### src/rtl/exec_unit_if.sv
// Issue and write-back bundle between the operand source, exec_unit and the register file write port.
interface exec_unit_if #(
    parameter int DW = 8,
    parameter int AW = 3
);
    logic          start;
    logic [2:0]    op;
    logic [DW-1:0] opa;
    logic [DW-1:0] opb;
    logic [AW-1:0] dst;
    logic          busy;
    logic          wb_en;
    logic [AW-1:0] wb_sel;
    logic [DW-1:0] wb_data;
    logic          flag_z;
    logic          flag_c;
    logic          flag_n;

    modport master (
        output start, op, opa, opb, dst,
        input  busy, wb_en, wb_sel, wb_data, flag_z, flag_c, flag_n
    );

    modport slave (
        input  start, op, opa, opb, dst,
        output busy, wb_en, wb_sel, wb_data, flag_z, flag_c, flag_n
    );
endinterface

### src/rtl/exec_unit.sv
// Execute/write-back stage: single-cycle ALU ops plus a shift-add multiplier, driving the register file write port.
// Define EXEC_MUL_EN to build the multi-cycle MUL path; without it op 111 retires with no write.
module exec_unit #(
    parameter int DW      = 8,
    parameter int AW      = 3,
    parameter int MUL_CYC = 8
) (
    input  logic        clk,
    input  logic        reset,
    exec_unit_if.slave  bus
);

    localparam logic [2:0] OP_ADD = 3'b000;
    localparam logic [2:0] OP_SUB = 3'b001;
    localparam logic [2:0] OP_AND = 3'b010;
    localparam logic [2:0] OP_OR  = 3'b011;
    localparam logic [2:0] OP_XOR = 3'b100;
    localparam logic [2:0] OP_SHL = 3'b101;
    localparam logic [2:0] OP_SHR = 3'b110;
    localparam logic [2:0] OP_MUL = 3'b111;

`ifdef EXEC_MUL_EN
    typedef enum logic [1:0] {
        ST_IDLE = 2'd0,
        ST_MUL  = 2'd1,
        ST_WB   = 2'd2
    } state_t;

    localparam int            CW       = (MUL_CYC > 1) ? $clog2(MUL_CYC) : 1;
    localparam logic [CW-1:0] CNT_LAST = CW'(MUL_CYC - 1);
`else
    typedef enum logic [0:0] {
        ST_IDLE = 1'b0,
        ST_WB   = 1'b1
    } state_t;
`endif

    state_t state_q;
    state_t state_d;

    logic load_alu;
    logic write_d;
`ifdef EXEC_MUL_EN
    logic load_mul;
    logic mul_step;
    logic mul_done;
`endif

    logic [DW:0]   alu_full;
    logic          wb_en_q;
    logic [AW-1:0] wb_sel_q;
    logic [DW-1:0] wb_data_q;
    logic          flag_z_q;
    logic          flag_c_q;
    logic          flag_n_q;

`ifdef EXEC_MUL_EN
    logic [2*DW-1:0] mcand_q;
    logic [2*DW-1:0] acc_q;
    logic [2*DW-1:0] acc_next;
    logic [DW-1:0]   mplier_q;
    logic [CW-1:0]   cnt_q;
    logic [AW-1:0]   dst_q;
`endif

    always_ff @(posedge clk or negedge reset) begin
        if (!reset) begin
            state_q <= ST_IDLE;
        end else begin
            state_q <= state_d;
        end
    end

    // Starts are only accepted in IDLE; WB always falls back to IDLE so the bus sees one pulse per op.
    always_comb begin
        state_d  = state_q;
        load_alu = 1'b0;
        write_d  = 1'b0;
`ifdef EXEC_MUL_EN
        load_mul = 1'b0;
        mul_step = 1'b0;
        mul_done = 1'b0;
`endif
        case (state_q)
            ST_IDLE: begin
                if (bus.start) begin
                    if (bus.op == OP_MUL) begin
`ifdef EXEC_MUL_EN
                        load_mul = 1'b1;
                        state_d  = ST_MUL;
`else
                        state_d  = ST_WB;
`endif
                    end else begin
                        load_alu = 1'b1;
                        write_d  = 1'b1;
                        state_d  = ST_WB;
                    end
                end
            end
`ifdef EXEC_MUL_EN
            ST_MUL: begin
                mul_step = 1'b1;
                if (cnt_q == CNT_LAST) begin
                    mul_done = 1'b1;
                    write_d  = 1'b1;
                    state_d  = ST_WB;
                end
            end
`endif
            ST_WB: begin
                state_d = ST_IDLE;
            end
            default: begin
                state_d = ST_IDLE;
            end
        endcase
    end

    // The top bit of alu_full carries the C flag for every single-cycle op.
    always_comb begin
        alu_full = '0;
        case (bus.op)
            OP_ADD:  alu_full = {1'b0, bus.opa} + {1'b0, bus.opb};
            OP_SUB:  alu_full = {1'b0, bus.opa} - {1'b0, bus.opb};
            OP_AND:  alu_full = {1'b0, bus.opa & bus.opb};
            OP_OR:   alu_full = {1'b0, bus.opa | bus.opb};
            OP_XOR:  alu_full = {1'b0, bus.opa ^ bus.opb};
            OP_SHL:  alu_full = {bus.opa, 1'b0};
            OP_SHR:  alu_full = {bus.opa[0], 1'b0, bus.opa[DW-1:1]};
            default: alu_full = '0;
        endcase
    end

`ifdef EXEC_MUL_EN
    assign acc_next = mplier_q[0] ? (acc_q + mcand_q) : acc_q;

    always_ff @(posedge clk or negedge reset) begin
        if (!reset) begin
            mcand_q  <= '0;
            mplier_q <= '0;
            acc_q    <= '0;
            cnt_q    <= '0;
            dst_q    <= '0;
        end else if (load_mul) begin
            mcand_q  <= {{DW{1'b0}}, bus.opa};
            mplier_q <= bus.opb;
            acc_q    <= '0;
            cnt_q    <= '0;
            dst_q    <= bus.dst;
        end else if (mul_step) begin
            acc_q    <= acc_next;
            mcand_q  <= mcand_q << 1;
            mplier_q <= mplier_q >> 1;
            cnt_q    <= cnt_q + CW'(1);
        end
    end
`endif

    // Result, destination and flags only move on a real write-back and hold otherwise.
    always_ff @(posedge clk or negedge reset) begin
        if (!reset) begin
            wb_en_q   <= 1'b0;
            wb_sel_q  <= '0;
            wb_data_q <= '0;
            flag_z_q  <= 1'b0;
            flag_c_q  <= 1'b0;
            flag_n_q  <= 1'b0;
        end else begin
            wb_en_q <= write_d;
            if (load_alu) begin
                wb_sel_q  <= bus.dst;
                wb_data_q <= alu_full[DW-1:0];
                flag_z_q  <= (alu_full[DW-1:0] == '0);
                flag_c_q  <= alu_full[DW];
                flag_n_q  <= alu_full[DW-1];
            end
`ifdef EXEC_MUL_EN
            if (mul_done) begin
                wb_sel_q  <= dst_q;
                wb_data_q <= acc_next[DW-1:0];
                flag_z_q  <= (acc_next[DW-1:0] == '0);
                flag_c_q  <= |acc_next[2*DW-1:DW];
                flag_n_q  <= acc_next[DW-1];
            end
`endif
        end
    end

    assign bus.busy    = (state_q != ST_IDLE);
    assign bus.wb_en   = wb_en_q;
    assign bus.wb_sel  = wb_sel_q;
    assign bus.wb_data = wb_data_q;
    assign bus.flag_z  = flag_z_q;
    assign bus.flag_c  = flag_c_q;
    assign bus.flag_n  = flag_n_q;

endmodule

### src/flat_wrapper.sv
// flat-port wrapper written by rule: the top's interface ports become plain ports
module exec_unit_flat 
#(
    parameter int DW      = 8,
    parameter int AW      = 3,
    parameter int MUL_CYC = 8
)
  (clk, reset, bus_start, bus_op, bus_opa, bus_opb, bus_dst, bus_busy, bus_wb_en, bus_wb_sel, bus_wb_data, bus_flag_z, bus_flag_c, bus_flag_n);
  exec_unit_if #(.DW(DW), .AW(AW)) bus_i ();
  input  logic clk;
  input  logic reset;
  input wire logic [$bits(bus_i.start)-1:0] bus_start;
  input wire logic [$bits(bus_i.op)-1:0] bus_op;
  input wire logic [$bits(bus_i.opa)-1:0] bus_opa;
  input wire logic [$bits(bus_i.opb)-1:0] bus_opb;
  input wire logic [$bits(bus_i.dst)-1:0] bus_dst;
  output wire logic [$bits(bus_i.busy)-1:0] bus_busy;
  output wire logic [$bits(bus_i.wb_en)-1:0] bus_wb_en;
  output wire logic [$bits(bus_i.wb_sel)-1:0] bus_wb_sel;
  output wire logic [$bits(bus_i.wb_data)-1:0] bus_wb_data;
  output wire logic [$bits(bus_i.flag_z)-1:0] bus_flag_z;
  output wire logic [$bits(bus_i.flag_c)-1:0] bus_flag_c;
  output wire logic [$bits(bus_i.flag_n)-1:0] bus_flag_n;
  assign bus_i.start = bus_start;
  assign bus_i.op = bus_op;
  assign bus_i.opa = bus_opa;
  assign bus_i.opb = bus_opb;
  assign bus_i.dst = bus_dst;
  assign bus_busy = bus_i.busy;
  assign bus_wb_en = bus_i.wb_en;
  assign bus_wb_sel = bus_i.wb_sel;
  assign bus_wb_data = bus_i.wb_data;
  assign bus_flag_z = bus_i.flag_z;
  assign bus_flag_c = bus_i.flag_c;
  assign bus_flag_n = bus_i.flag_n;
  exec_unit #(.DW(DW), .AW(AW), .MUL_CYC(MUL_CYC)) u_core (.clk(clk), .reset(reset), .bus(bus_i));
endmodule
### config.mk
export PLATFORM = sky130hd
export DESIGN_NAME = exec_unit_flat
export DESIGN_NICKNAME = d
export VERILOG_FILES = /design/src/rtl/exec_unit_if.sv /design/src/rtl/exec_unit.sv /design/src/flat_wrapper.sv
export SDC_FILE = /design/constraint.sdc
export NUM_CORES = 1
export LEC_CHECK = 0
export CORE_ASPECT_RATIO = 1.5
export CORE_MARGIN = 2
export CORE_UTILIZATION = 52
export CTS_BUF_LIST = sky130_fd_sc_hd__clkbuf_8
export CTS_CLUSTER_SIZE = 40
export DETAILED_ROUTE_END_ITERATION = 8
export GPL_TIMING_DRIVEN = 0
export MAX_ROUTING_LAYER = met4
export PLACE_DENSITY = 0.83
export SYNTH_ARGS = -nofsm -noshare
export SYNTH_HDL_FRONTEND = slang
export SYNTH_SLANG_ARGS = --single-unit
### constraint.sdc
create_clock -name clk -period 1.65 [get_ports clk]
set_input_delay 0.33 -clock clk [delete_from_list [all_inputs] [get_ports clk]]
set_output_delay 0.33 -clock clk [all_outputs]
set_load 0.05 [all_outputs]
Word-level counts from Yosys, hierarchy flattened
Index checks and enable logic that the tools add are counted.
{"block": "op_classes", "n_addsub": 2, "eq_ne": 7, "n_mux": 6, "n_bitwise": 4, "reduce_logical": 2}
{"operator": "case mux 9 bit (7 select lines)", "count": 1}
{"operator": "== test 3 bit, second input constant", "count": 4}
{"operator": "adder 8 x 8 -> 9 bit", "count": 1}
{"operator": "subtractor 8 x 8 -> 9 bit", "count": 1}
{"operator": "bitwise AND 8 bit", "count": 1}
{"operator": "logical NOT 8 bit", "count": 1}
{"operator": "OR 8 bit", "count": 1}
{"operator": "bitwise XOR 8 bit", "count": 1}
{"operator": "== test 3 x 2 -> 1 bit, second input constant", "count": 2}
{"operator": "two-way mux 1 bit", "count": 4}
{"operator": "== test 3 x 1 -> 1 bit, second input constant", "count": 1}
{"operator": "logical NOT 3 bit", "count": 1}
{"operator": "case mux 1 bit (2 select lines)", "count": 1}
{"operator": "NOT 1 bit", "count": 1}
{"block": "word_totals", "regBits": 16, "out_inout_bits": 16, "word_cells": 28}

Longest topological paths before layout
Gate-level depths: netlist of run 1.
{"block": "logic_depth", "word_depth": 4, "mapped_depth": 14, "mapped_depth_nobuf": 13}

Worst setup path before layout of run 1
OpenSTA, ideal clock, no wires.
{"block": "synth_path", "path_type": "input-to-reg", "from": "input port bus_op[0]", "to": "register u_core.flag_z_q, in the netlist u_core.bus.flag_z", "setup_ps": 122, "arrival_ps": 2470, "required_ps": 1528, "path_slack_ps": -942, "path_stages": 13, "path_buffers": 2, "path_cell_list": "buf_2 buf_2 nand2_1 nand2_1 o21ai_0 fa_1 nand2b_1 a211oi_1 o21ai_1 nor2b_1 xnor2_1 o211ai_1 a32o_1"}
{"block": "synth_via", "elab_chain_len": 4}
{"element": "from (decl)", "line": "flat_wrapper.sv:13", "source": "input wire logic [$bits(bus_i.op)-1:0] bus_op;"}
{"element": "branches (longest 4 deep; another with case mux 9 bit (7 select lines))"}
{"element": "to (signal assigned)", "line": "exec_unit.sv:174", "source": "flag_z_q <= (alu_full[DW-1:0] == '0);"}
{"element": "to (decl)", "line": "exec_unit.sv:53", "source": "logic flag_z_q;"}
Several ways; the timed one is not identified.
A chain may end at the register's enable or synchronous reset.

Worst setup path after layout of run 1
{"block": "layout_path", "from": "input port bus_opb[5]", "to": "register u_core.flag_c_q, in the netlist u_core.bus.flag_c"}
{"block": "layout_via", "elab_chain_len": 2}
{"element": "from (decl)", "line": "flat_wrapper.sv:15", "source": "input wire logic [$bits(bus_i.opb)-1:0] bus_opb;"}
{"element": "subtractor 8 x 8 -> 9 bit or adder 8 x 8 -> 9 bit (tied branches)", "line": "exec_unit.sv:125, exec_unit.sv:124"}
{"element": "case mux 9 bit (7 select lines) (*)", "line": "exec_unit.sv:123", "source": "case (bus.op)"}
{"element": "to (signal assigned)", "line": "exec_unit.sv:175", "source": "flag_c_q <= alu_full[DW];"}
{"element": "to (decl)", "line": "exec_unit.sv:54", "source": "logic flag_c_q;"}
Mark *: on every way between the ends. The rest lies on a longest branch, timed or not.

==> results of run 1 <==
critical path: stages:
cell	delay [ns]
dlygate4sd2_1	0.36
nor4_4	0.30
a21oi_2	0.10
xnor2_1	0.16
ha_1	0.24
or3_1	0.41
o21ai_1	0.10
a21oi_1	0.07
xor2_1	0.17
a22oi_2	0.24
a21oi_1	0.09
what timing repair did:
item / CTS / global route
setup endpoints to repair: 26 / 11
setup buffers: 17 / 13
gates resized for setup: 63 / 49
pin swaps: 26 / 39
layout by cell type (no fill, tap or decap), types with 7 or more instances in the layout:
| master | count |
|---|---|
| a21oi_1 | 8 |
| buf_4 | 32 |
| clkdlybuf4s50_1 | 13 |
| dfrtp_1 | 15 |
| dlygate4sd2_1 | 18 |
| ha_1 | 21 |
| inv_1 | 15 |
| mux2i_1 | 10 |
| nand2_1 | 26 |
| nand2b_1 | 7 |
| nor2_1 | 13 |
| o21ai_0 | 7 |
worst max path at each step:
stage                              endpoint  slack, ns  depth (start not counted)
after floorplan           u_core.bus.flag_z      -0.68                         13
after global placement    u_core.bus.flag_z      -1.45                         14
after detailed placement  u_core.bus.flag_z      -1.49                         14
after CTS                 u_core.bus.flag_z      -0.77                         14
after global routing      u_core.bus.flag_c      -0.82                         11
final                     u_core.bus.flag_c      -0.80                         11
state kept, by name, summed over array words and instances, names as in the netlist:
register / flops
u_core.bus.wb_en: 1
u_core.bus.flag_z: 1
u_core.bus.flag_n: 1
u_core.bus.busy: 1
u_core.bus.flag_c: 1
u_core.bus.wb_sel: 3
u_core.bus.wb_data: 7
through the flow:
| step | TNS (ns) | cells |
|---|---|---|
| 2_1_floorplan | -4.10 | 220 |
| 4_1_cts | -4.39 | 319 |
| 3_3_place_gp | -11.36 | 298 |
| 6_report | -4.56 | 331 |
| 5_1_grt | -4.93 | 331 |
| 3_5_place_dp | -11.88 | 298 |
final cells by class:
type,instances,area [sq um]
inverters,20,77.6
plain buffers,8,75.1
fillers,199,474
clock inverters,1,5.00
repair buffers,68,568
clock buffers,3,41.3
flip-flops and latches,15,375
well taps,40,50.0
multi-input cells,176,1520
power by group:
group | internal (mW) | switching (mW) | total, mW
combinational | 0.478 | 0.739 | 1.22
sequential | 0.428 | 0.0281 | 0.456
clock | 0.167 | 0.123 | 0.290
metal layers:
| layer | vias to the layer above | part of all wire, % | track usage (%) |
|---|---|---|---|
| met3 | 44 | 7.6 | 2.78 |
| met5 | - | 0 | - |
| li1 | 902 | - | - |
| met2 | 136 | 50 | 52.2 |
| met4 | 0 | 5.9 | 19.3 |
| met1 | 985 | 36 | 27.8 |
cells by family (layout without fill, tap and decap cells):
family / Yosys count / count (layout) / synth area share, %
AOI/OAI and AO/OA: 52 / 52 / 19.0
xor gates and xnor gates: 10 / 10 / 5.01
adders and majority gates: 26 / 26 / 19.0
buffers and inverters: 29 / 100 / 7.94
DFF: 15 / 15 / 21.5
muxes: 12 / 12 / 7.01
and+or+nand+nor: 76 / 76 / 20.6
==> impl_metrics.ini, run 1 <==
[pwr]
power_mw = 1.96
p_leak_nw = 1.33
power_density_nw_per_um2 = 723
max-vdd-ir-drop_mv = 0.587

[sta]
slew_headroom_pct = 57.2
max_freq_mhz = 408
finalSetupViolCount = 10
period_share_pct = 149
drv_slew = 0
finalHoldViolations = 0
grt_setup_unrepaired = yes
fin_crit_ns = 2.45
worst_pin_slew_ns = 0.639
timing.final.ws_setup_ns = -0.802
fin_skew_ns = 0.00144
whs_ns = 0.438

[grt]
antenna_found_initial = 0
grt_overflow_total = 0
grt_usage_pct = 28.4
grt_max_degree = 16
grt_pass1_vias = 1853
grt_first_pass_wirelength_um = 8020

[worst_setup_path]
path_class = input port to flop
timing.rr.end = u_core.bus.flag_n
worstPathMaxFanout = 5
r2r_slack_ns = 0.22
cp-end-kind = flop
reg2reg_depth = 6
startpoint_type = input port
cp.required_ns = 1.78
r2r-start = u_core.bus.busy
cp.arrival_ns = 2.58
worstSetupStartpoint = bus_opb[5]

[floorplan]
coreArea_sq_um = 3190
die_y_um = 75.0
ioPinCount = 41
rows = 25
start_util_pct = 54.8
dieArea_sq_um = 3850
fp.dieW_um = 51.4

[clock_network]
cts.sinks = 15
cts_tree = done
numCtsBuffers = 3
cts_max_path_buffers = 2
worstSkewPairLatency_ns = 0.24
htree_levels = 1
holdBufCountCts = 0
root_buffer = clkbuf_8
clk_pin_slew_ns = 0.06

[logic_synthesis]
syn_area_sq_um = 1750
ys.flop_type = dfrtp_1
synthTopCellsByArea = dfrtp_1 21%, ha_1 18%, nand2_1 6.4%
yosysMostFrequentCell = nand2_1
ys_warn_count = 0
post_synth_inst_count = 220
syn-num-nets = 271
ys_seq_area_share_pct = 21.5
async_reset_ff_share_pct = 100
synth_top_area_share_pct = 21.5
yosysTopAreaCell = dfrtp_1
syn-mean-instance-area_sq_um = 7.95
synth_commonest_cells = 30 x nand2_1, 25 x ha_1, 19 x inv_1, 19 x nor2_1, 17 x a21oi_1
ys_types = 46
synth-edff-count = 0
ys_ff_latch = 15

[layout]
drive_above_1_share_pct = 35.1
design_area_sq_um = 2720
antenna_cells = 0
final_util_pct = 85.1
fin_nets = 343
syn_to_final_growth_pct = 55.3

[status]
status = finished, violations left
violations = setup timing

[min_path]
hp-class = flop to flop
hold_depth = 1
hold_end = u_core.bus.busy
hp-start = u_core.bus.busy

[placed_design]
place_area_sq_um = 2220
place.gp.congestion = 0.911
io_buffers = 38
dp_hpwl_um = 3540
pre_cts_ws_ns = -1.49

[routing]
postRouteAntennaNets = 0
wl_per_cell_um = 19.6
routed_wl_um = 6480
routed-via-count = 2067
drt_iter0_drc = 125
drt_first_pass_iters = 4
viasPerCell = 6.24
drc = 0

[run]
drv_cap = 0
(Power assumes the default switching activity.)
==> inputs of run 2 (changes only) <==
TNS_END_PERCENT = 20   (was not set)
==> impl_metrics.ini, run 2 (synthesized netlist as in run 1, its figures left out) <==
[status]
status = finished, violations left
violations = setup timing

[layout]
num-fill-cells = 199
fin_nets = 337
finish.cell_count_without_fillers = 325
design_area_sq_um = 2650
multi_input_area_sq_um = 1500
mostFrequentLayoutCells = 28 x buf_4, 26 x nand2_1, 20 x ha_1
regArea_sq_um = 375
layout_commonest_cell = buf_4
drive_above_1_share_pct = 33.0
syn_to_final_growth_pct = 51.2
largest_reg_flops = 7
antenna_cells = 0

[worst_setup_path]
crit_end = u_core.bus.flag_z
r2r_slack_ns = 0.24
timing.rr.end = u_core.bus.flag_n
worstSetupStartpoint = bus_op[2]
startpoint_type = input port
cp.required_ns = 1.83
r2r-start = u_core.bus.busy
path_class = input port to flop
cp-end-kind = flop
cp.arrival_ns = 2.54
worstPathMaxFanout = 4
reg2reg_depth = 6

[routing]
highest_layer = met4
route.met3.wl_um = 227
met1_length_um = 2030
wl_met2_um = 2990
viasPerCell = 5.86
routed_wl_um = 5530
postRouteAntennaNets = 0
routed-via-count = 1903
wl_per_cell_um = 17.0
drc = 0
drt_iter0_drc = 62
drt_first_pass_iters = 4

[grt]
grt_usage_pct = 27.3
antenna_found_initial = 0
grt_max_degree = 16
grt_first_pass_wirelength_um = 7680
grt_overflow_total = 0
grt_pass1_vias = 1802

[sta]
fin_skew_ns = 0.000605
grt_setup_unrepaired = yes
timing.final.ws_setup_ns = -0.710
finalSetupViolCount = 9
slew_headroom_pct = 58.3
whs_ns = 0.438
fin_crit_ns = 2.36
drv_slew = 0
finalHoldViolations = 0
max_freq_mhz = 424
period_share_pct = 143
worst_pin_slew_ns = 0.624

[clock_network]
root_buffer = clkbuf_8
clk_pin_slew_ns = 0.05
cts_tree = done
worstSkewPairLatency_ns = 0.24
cts.sinks = 15
cts_max_path_buffers = 2
htree_levels = 1
holdBufCountCts = 0
numCtsBuffers = 3

[floorplan]
start_util_pct = 54.8
fp.dieW_um = 51.4
rows = 25
dieArea_sq_um = 3850
ioPinCount = 41
coreArea_sq_um = 3190
die_y_um = 75.0

[placed_design]
io_buffers = 38
place.gp.congestion = 0.930
dp_hpwl_um = 3610
pre_cts_ws_ns = -1.52
placedCellCount = 298
place_area_sq_um = 2220

[pwr]
power_mw = 1.88
power_density_nw_per_um2 = 709
p_leak_nw = 1.31
max-vdd-ir-drop_mv = 0.512

[min_path]
hp-class = flop to flop
hp-start = u_core.bus.busy

[run]
drv_cap = 0
-- run 2: worst min path at each step --
stage,slack (ns),cells past startpoint,endpoint
6_report,0.44,1,u_core.bus.busy
5_1_grt,0.47,1,u_core.bus.busy
4_1_cts,0.44,1,u_core.bus.busy
3_3_place_gp,0.43,1,u_core.bus.busy
2_1_floorplan,0.03,0,u_core.bus.busy
3_5_place_dp,0.44,1,u_core.bus.busy
-- run 2: where the power goes --
group	switching (mW)	total, mW	leakage, nW	internal (mW)
Sequential	0.0293	0.457	0.185	0.428
Clock	0.114	0.279	0.0269	0.164
Combinational	0.691	1.14	1.10	0.449
Total	0.835	1.88	1.31	1.04
-- run 2: cell type report --
cell class	count	share of cell area [%]
Timing Repair Buffer	62	20.1
Buffer	8	2.79
Clock inverter	1	0.142
Sequential cell	15	14.2
Multi-Input combinational cell	176	56.5
Tap cell	40	1.89
Clock buffer	3	1.56
Inverter	20	2.84
-- run 2: per-layer routing --
metal  vias to the layer above  GRT usage, %
met2                        88          50.4
met5                         -             -
met4                         0          20.2
met1                       895          25.9
li1                        897             -
met3                        23          2.78
-- run 2: metrics by stage --
step / util [%] / TNS [ns]
floorplan: - / -4.20
global placement: 69.7 / -11.45
detailed placement: 69.7 / -12.17
CTS: 75.3 / -4.65
global route: 82.9 / -4.76
finish: 82.9 / -4.12
-- run 2: timing repair --
item                                    CTS  global route
gates resized for setup                  56            47
pin swaps                                19            29
setup buffers                            12            12
endpoints found under the setup margin   26            10
-- run 2: critical path, cell delays in order --
cell     delay (ns)
buf_12         0.10
nor2_4         0.17
and2_4         0.22
nor2_4         0.06
xnor2_2        0.20
ha_4           0.26
nor2_4         0.11
a21oi_4        0.05
buf_6          0.12
o32a_1         0.33
nand3_2        0.09
nand4_1        0.10
nor3_2         0.19
a32o_1         0.19
==> inputs of run 3 (changes only) <==
SKIP_LAST_GASP = 1   (was not set)
==> impl_metrics.ini, run 3 (synthesized netlist as in run 1, its figures left out) <==
[status]
status = finished, violations left
violations = setup timing

[grt]
grt_max_degree = 16
antenna_found_initial = 0
grt_pass1_vias = 1806
grt_first_pass_wirelength_um = 7680
grt_usage_pct = 27.3
grt_overflow_total = 0

[clock_network]
holdBufCountCts = 0
clk_pin_slew_ns = 0.05
worstSkewPairLatency_ns = 0.24
cts_max_path_buffers = 2
cts.sinks = 15
root_buffer = clkbuf_8
htree_levels = 1
numCtsBuffers = 3
cts_tree = done

[worst_setup_path]
path_class = input port to flop
cp.arrival_ns = 2.57
cp.required_ns = 1.83
worstPathMaxFanout = 10
cp-end-kind = flop
startpoint_type = input port
reg2reg_depth = 6

[sta]
timing.final.ws_setup_ns = -0.743
worst_pin_slew_ns = 0.621
finalHoldViolations = 0
period_share_pct = 145
finalSetupViolCount = 25
max_freq_mhz = 418
fin_crit_ns = 2.39
slew_headroom_pct = 58.5
drv_slew = 0
fin_skew_ns = 0.00184
grt_setup_unrepaired = yes

[routing]
viasPerCell = 5.93
postRouteAntennaNets = 0
drt_iter0_drc = 91
routed_wl_um = 5650
drt_first_pass_iters = 5
routed-via-count = 1928
wl_per_cell_um = 17.4
drc = 0

[floorplan]
ioPinCount = 41
start_util_pct = 54.8
die_y_um = 75.0
fp.dieW_um = 51.4
rows = 25
dieArea_sq_um = 3850
coreArea_sq_um = 3190

[layout]
antenna_cells = 0
layout_commonest_cell = clkdlybuf4s50_1
mostFrequentLayoutCells = 28 x clkdlybuf4s50_1, 27 x buf_4, 26 x nand2_1
syn_to_final_growth_pct = 52.9
drive_above_1_share_pct = 33.0
num-fill-cells = 193
fin_nets = 337
largest_reg_flops = 7

[pwr]
p_leak_nw = 1.28
power_density_nw_per_um2 = 722
seq_power_share_pct = 23.8
clkPwrFrac_pct = 14.4
swShare_pct = 43.7
power_mw = 1.93
combPwrFrac_pct = 61.8
p_sw_mw = 0.844
max-vdd-ir-drop_mv = 0.541
power.internal_mw = 1.09

[placed_design]
pre_cts_ws_ns = -1.52
io_buffers = 38
dp_hpwl_um = 3610
place.gp.congestion = 0.930

[min_path]
hold_depth = 1
hp-class = flop to flop

[run]
drv_cap = 0
[run 3: power groups by stage]
| stage | sequential, mW | combinational (mW) | clock (mW) |
|---|---|---|---|
| 6_report | 0.459 | 1.19 | 0.279 |
| 5_1_grt | 0.466 | 1.26 | 0.302 |
| 4_1_cts | 0.460 | 1.03 | 0.280 |
| 3_5_place_dp | 0.465 | 0.963 | 0 |
| 3_3_place_gp | 0.462 | 0.942 | 0 |
| 2_1_floorplan | 0.677 | 0.440 | 0 |
[run 3: metal layers]
metal  routed length, um  GRT usage, %  share of wire, %
met5                   0             -                 0
met4                 308          20.2               5.5
met3                 278          2.78               4.9
met2                3080          50.4                55
met1                1980          25.9                35
[run 3: repair_timing]
action                                  4_1_cts  5_1_grt
endpoints found under the setup margin       26       25
resized for setup                            38       55
buffers inserted                             12       12
pin swaps                                    17       35
[run 3: worst paths after layout]
| path | startpoint | endpoint | slack (ns) |
|---|---|---|---|
| hold / removal | u_core.bus.busy | u_core.bus.busy | 0.44 |
| max in group asynchronous | reset | u_core.bus.wb_sel[1] | 0.78 |
| hold reg to reg | u_core.bus.busy | u_core.bus.busy | 0.44 |
| min in group asynchronous | reset | u_core.bus.wb_sel[2] | 0.48 |
| setup reg to reg | u_core.bus.busy | u_core.bus.flag_n | 0.23 |
| setup / recovery | bus_op[0] | u_core.bus.flag_z | -0.74 |
[run 3: critical path, stage by stage]
cell	delay, ns
buf_4	0.16
buf_8	0.14
nand2_4	0.08
buf_6	0.10
o21ai_4	0.07
fa_2	0.40
buf_4	0.14
xor2_1	0.19
o21ai_0	0.14
o21ai_1	0.26
nand4_1	0.15
nor3_2	0.21
a32o_1	0.19
[run 3: area by class of cell]
type / count / area, sq um / area share, %
sequential: 15 / 375 / 14.0
tap: 40 / 50.0 / 1.87
buffer: 8 / 73.8 / 2.76
timing repair buffer: 62 / 544 / 20.3
multi-input combinational: 176 / 1510 / 56.4
clock inverter: 1 / 3.75 / 0.140
inverter: 20 / 77.6 / 2.90
clock buffer: 3 / 41.3 / 1.54
[run 3: metrics by stage]
stage	utilization (%)	std cells	setup TNS, ns	instance area (sq um)	hold slack, ns
after floorplan	-	220	-4.20	1790	0.0344
after global placement	69.7	298	-11.45	2220	0.429
after detailed placement	69.7	298	-12.17	2220	0.442
after CTS	75.8	314	-6.05	2420	0.447
after global routing	83.8	325	-6.92	2680	0.470
final	83.8	325	-5.59	2680	0.445
